**src/rtl/mips_cycle_controller.sv**
```systemverilog
// Multi-cycle control sequencer for the 32-bit MIPS core: walks each instruction through
// FETCH/DECODE/EXECUTE/MEMORY/WRITEBACK and drives PC, IR, memory and register-file strobes.
module mips_cycle_controller #(
  parameter int RETIRE_W = 32
) (
  input  logic                clk,
  input  logic                rst_n,
  input  logic [5:0]          opcode,
  input  logic                zero,
  input  logic                imem_ready,
  input  logic                dmem_ready,
  output logic [2:0]          state,
  output logic                imem_req,
  output logic                ir_we,
  output logic                dmem_req,
  output logic                dmem_we,
  output logic                alu_src,
  output logic [1:0]          alu_op,
  output logic                reg_we,
  output logic                mem_to_reg,
  output logic                pc_we,
  output logic [1:0]          pc_src,
  output logic [RETIRE_W-1:0] instret,
  output logic                illegal,
  output logic                halted
);

  typedef enum logic [2:0] {
    FETCH     = 3'd0,
    DECODE    = 3'd1,
    EXECUTE   = 3'd2,
    MEMORY    = 3'd3,
    WRITEBACK = 3'd4,
    HALT      = 3'd5
  } state_e;

  localparam logic [5:0] OP_RTYPE = 6'b000000;
  localparam logic [5:0] OP_ADDI  = 6'b001000;
  localparam logic [5:0] OP_LW    = 6'b100011;
  localparam logic [5:0] OP_SW    = 6'b101011;
  localparam logic [5:0] OP_BEQ   = 6'b000100;
  localparam logic [5:0] OP_J     = 6'b000010;
  localparam logic [5:0] OP_HALT  = 6'b111111;

  localparam logic [1:0] ALU_ADD   = 2'b00;
  localparam logic [1:0] ALU_SUB   = 2'b01;
  localparam logic [1:0] ALU_FUNCT = 2'b10;

  localparam logic [1:0] PC_SEQ    = 2'd0;
  localparam logic [1:0] PC_BRANCH = 2'd1;
  localparam logic [1:0] PC_JUMP   = 2'd2;

  localparam logic [RETIRE_W-1:0] RetireOne = {{(RETIRE_W-1){1'b0}}, 1'b1};

  state_e              state_q, state_d;
  logic [5:0]          op_q, op_d;
  logic [RETIRE_W-1:0] instret_q;
  logic                illegal_q;
  logic                retire;
  logic                set_illegal;

  always_ff @(posedge clk or negedge rst_n) begin
    if (!rst_n) begin
      state_q   <= FETCH;
      op_q      <= '0;
      instret_q <= '0;
      illegal_q <= 1'b0;
    end else begin
      state_q <= state_d;
      op_q    <= op_d;
      if (retire) begin
        instret_q <= instret_q + RetireOne;
      end
      if (set_illegal) begin
        illegal_q <= 1'b1;
      end
    end
  end

  // DECODE branches on the live opcode; later states use only the opcode captured in op_q.
  always_comb begin
    state_d     = state_q;
    op_d        = op_q;
    retire      = 1'b0;
    set_illegal = 1'b0;
    imem_req    = 1'b0;
    ir_we       = 1'b0;
    dmem_req    = 1'b0;
    dmem_we     = 1'b0;
    alu_src     = 1'b0;
    alu_op      = ALU_ADD;
    reg_we      = 1'b0;
    mem_to_reg  = 1'b0;
    pc_we       = 1'b0;
    pc_src      = PC_SEQ;
    halted      = 1'b0;

    case (state_q)
      FETCH: begin
        imem_req = 1'b1;
        if (imem_ready) begin
          ir_we   = rst_n;
          state_d = DECODE;
        end
      end

      DECODE: begin
        op_d = opcode;
        case (opcode)
          OP_J: begin
            pc_we   = 1'b1;
            pc_src  = PC_JUMP;
            retire  = 1'b1;
            state_d = FETCH;
          end
          OP_HALT: begin
            state_d = HALT;
          end
          OP_RTYPE, OP_ADDI, OP_LW, OP_SW, OP_BEQ: begin
            state_d = EXECUTE;
          end
          default: begin
            pc_we       = 1'b1;
            set_illegal = 1'b1;
            state_d     = FETCH;
          end
        endcase
      end

      EXECUTE: begin
        alu_src = (op_q == OP_ADDI) || (op_q == OP_LW) || (op_q == OP_SW);
        if (op_q == OP_BEQ) begin
          alu_op = ALU_SUB;
        end else if (op_q == OP_RTYPE) begin
          alu_op = ALU_FUNCT;
        end
        case (op_q)
          OP_BEQ: begin
            pc_we   = 1'b1;
            pc_src  = zero ? PC_BRANCH : PC_SEQ;
            retire  = 1'b1;
            state_d = FETCH;
          end
          OP_LW, OP_SW: begin
            state_d = MEMORY;
          end
          default: begin
            state_d = WRITEBACK;
          end
        endcase
      end

      MEMORY: begin
        dmem_req = 1'b1;
        dmem_we  = (op_q == OP_SW);
        if (dmem_ready) begin
          if (op_q == OP_SW) begin
            pc_we   = 1'b1;
            retire  = 1'b1;
            state_d = FETCH;
          end else begin
            state_d = WRITEBACK;
          end
        end
      end

      WRITEBACK: begin
        reg_we     = 1'b1;
        mem_to_reg = (op_q == OP_LW);
        pc_we      = 1'b1;
        retire     = 1'b1;
        state_d    = FETCH;
      end

      HALT: begin
        halted = 1'b1;
      end

      default: begin
        state_d = FETCH;
      end
    endcase
  end

  assign state   = state_q;
  assign instret = instret_q;
  assign illegal = illegal_q;

endmodule

```
**config.mk**
```make
export PLATFORM = sky130hd
export DESIGN_NAME = mips_cycle_controller
export DESIGN_NICKNAME = d
export VERILOG_FILES = /design/src/rtl/mips_cycle_controller.sv
export SDC_FILE = /design/constraint.sdc
export NUM_CORES = 1
export LEC_CHECK = 0
export ABC_CLOCK_PERIOD_IN_PS = 3600
export BUFFER_PORTS_ARGS = -buffer_cell sky130_fd_sc_hd__buf_2
export CAP_MARGIN = 20
export CORE_MARGIN = 1
export CORE_UTILIZATION = 55
export CTS_CLUSTER_DIAMETER = 60
export DETAILED_ROUTE_END_ITERATION = 6
export MAX_ROUTING_LAYER = met4
export PLACE_DENSITY = 0.87
export SYNTH_ARGS = -nofsm -noshare
export SYNTH_HDL_FRONTEND = slang
export SYNTH_SLANG_ARGS = --single-unit
```
**constraint.sdc**
```tcl
create_clock -name clk -period 3.6 [get_ports clk]
set_input_delay 0.36 -clock clk [delete_from_list [all_inputs] [get_ports clk]]
set_output_delay 0.36 -clock clk [all_outputs]
set_load 0.02 [all_outputs]
```
==> flow_metrics.py <==
metrics = {
    "clock_network": {
        "cts_tree": "yes",
        "cts_hold_buf": 0,
        "clk_path_buf_depth": 2,
        "post_cts_buffers": 0,
        "cts_sinks": 42,
        "clk_latency_ps": 300,
        "cts_resized": 0,
        "cts_made_buffers": 5,
        "clk_pin_slew_ps": 80,
        "ctsRootBufferMaster": "clkbuf_8",
        "cts.htree.levels": 2,
    },
    "routing": {
        "drtIter0Drc": 161,
        "vias_per_cell": 5.86,
        "ant_nets": 0,
        "drtPass1Iterations": 4,
        "drcViolationCount": 0,
        "drt-total-wl_mm": 5.18,
        "vias": 2011,
        "wl_per_cell_um": 15.1,
    },
    "power_and_ir_drop": {
        "power_density_nw_per_um2": 289,
        "irDropWorstVdd_v": 0.000268,
        "p_leak_nw": 1.47,
    },
    "sta": {
        "slew_violations": 0,
        "worst_slew_pin_slew_ps": 884,
        "finalCriticalPeriod_ps": 2440,
        "tns_ps": 0,
        "post-route-period-util": 0.678,
        "finalClockSkew_ps": 7.84,
        "finalHoldViolations": 0,
        "setup-violations-final": 0,
        "fmax_mhz": 410,
        "rsz0062_at_grt": "false",
        "max-slew-margin-rel": 0.410,
    },
    "cells_and_area": {
        "fillers": 318,
        "insertedDiodeCount": 0,
        "area_growth_pct": 18.7,
        "nNetsFinal": 304,
        "drive_gt1_frac": 0.307,
        "final_core_util": 0.692,
    },
    "yosys": {
        "synth_warnings": 0,
        "synth_nets": 243,
        "synth_compound_area_frac": 0.166,
        "synth_area_um2": 2380,
        "ys_top_cells_by_count": "42 x dfrtp_1, 27 x xor2_1, 21 x nand2_1",
        "ys_ff_latch": 42,
        "yosysMostFrequentCell": "dfrtp_1",
        "synth_fa_ha_area_frac": 0.00525,
        "avgSynthCellArea_um2": 10.3,
        "synth-simple-area-share": 0.199,
        "yosysSeqAreaShare": 0.441,
        "synth_flop_cell": "dfrtp_1",
        "synth-xor-area-share": 0.114,
        "synth_top_family_by_area": "simple AND/OR/NAND/NOR gates",
        "postSynthCellCount": 231,
        "synth-edff-count": 0,
        "synth_async_sr_flop_share": 1.00,
        "ys_top_cells_by_area": "dfrtp_1 44%, xor2_1 9.9%, a2111oi_4 4.6%",
        "yosysTopAreaCellShare": 0.441,
        "muxShareOfSynthArea": 0.0331,
        "synth_top_area_cell": "dfrtp_1",
        "yosysUniqueCellTypes": 46,
    },
    "placed_design": {
        "dp_hpwl_mm": 3.73,
        "gp_congestion": 0.855,
        "port_buffers": 59,
    },
    "floorplan": {
        "dieHeight_um": 67.8,
        "core_area_um2": 4090,
        "fp-row-count": 23,
        "chipWidth_um": 67.8,
        "die_area_um2": 4600,
        "initial_core_util": 0.583,
        "io_pins": 60,
    },
    "global_route": {
        "grt_max_degree": 44,
        "antenna_found_initial": 0,
        "grt_usage": 0.258,
        "grt_pass1_vias": 1830,
        "grt_pass1_wl_mm": 8.62,
        "grt_overflow": 0,
    },
    "job": {
        "cap_violations": 0,
    },
    "worst_hold_path": {
        "holdCritPathClass": "input pin to async pin",
    },
    "critical_path": {
        "cp_max_fo": 19,
        "worstPathRequired_ps": 3770,
        "r2r_cells": 6,
        "critPathArrivalTime_ps": 2600,
        "crit_type": "flop to flop",
        "end_kind": "flop",
        "worst_setup_path_start_kind": "flop",
    },
    "run_status": {
        "status": "completed",
    },
}
-- per-stage QoR --
step	total power, mW	cells	setup slack (ps)	hold WS (ps)	area [µm²]
floorplan	0.485	231	1420	64.4	2380
global placement	0.504	334	1140	452	2700
detailed placement	0.505	335	1210	461	2730
CTS	0.826	343	1160	139	2830
global route	0.846	343	991	163	2830
finish	0.817	343	1160	121	2830
-- cell families (layout without fill, tap and decap cells) --
| family | count (synthesis) | count (layout) |
|---|---|---|
| simple gates | 84 | 84 |
| compound gates | 47 | 47 |
| flops | 42 | 42 |
| xor+xnor | 31 | 31 |
| buf+inv | 19 | 81 |
| mux | 7 | 7 |
| fa+ha+maj | 1 | 1 |
-- worst max-delay path, stage by stage (launching register included) --
cell	delay, ps
dfrtp_1	520
nor3b_4	260
and3_1	220
nor2_2	670
buf_4	350
a211oi_1	120
xor2_1	150
-- where the power goes --
part	internal [mW]	switching [mW]	total (mW)
Clock	0.154	0.168	0.322
Sequential	0.471	0	0.471
Combinational	0.00683	0.0163	0.0232
-- metal layers --
layer	track usage	share of wire	vias up
met4	0.0755	0.013	0
met1	0.365	0.46	986
li1	-	-	955
met5	-	0	-
met3	0.0574	0.054	7
met2	0.369	0.47	63
-- area by class of cell --
type                            count  area [µm²]  area share
Multi-Input combinational cell    170        1230       0.437
Sequential cell                    42        1050       0.372
Timing Repair Buffer               63         345       0.122
Clock buffer                        6        82.6      0.0292
Tap cell                           50        62.6      0.0221
Inverter                           10        37.5      0.0133
Clock inverter                      2        12.5     0.00443
-- placed cells by master, fill, tap and decap left out, types with 2 or more instances in the layout --
cell	count
buf_2	59
dfrtp_1	42
xor2_1	27
nand2_1	21
a21oi_1	20
nand3_1	12
inv_1	10
a211oi_1	10
nand4_1	8
nor3_1	7
nor2_1	7
mux2_2	7
and3_1	6
clkbuf_8	6
and4_1	4
xnor2_1	4
a2111oi_4	4
and2_1	3
buf_4	3
nand2b_1	2
or3_1	2
a21boi_0	2
o21ai_0	2
-- registers in the layout, indices dropped and copies added (netlist names) --
| signal | flops |
|---|---|
| instret | 32 |
| op_q | 6 |
| state | 3 |
| illegal | 1 |
-- path summary, 6_finish.rpt --
kind                       slack [ps]     endpoint        from
min in group clk                  310     state[0]  dmem_ready
hold reg to reg                   470      illegal     illegal
max in group asynchronous        3110   instret[6]       rst_n
hold / removal                    120      op_q[4]       rst_n
setup reg to reg                 1160  instret[20]    state[0]
setup / recovery                 1160  instret[20]    state[0]
Note: power is estimated with default switching activity, not from simulation.
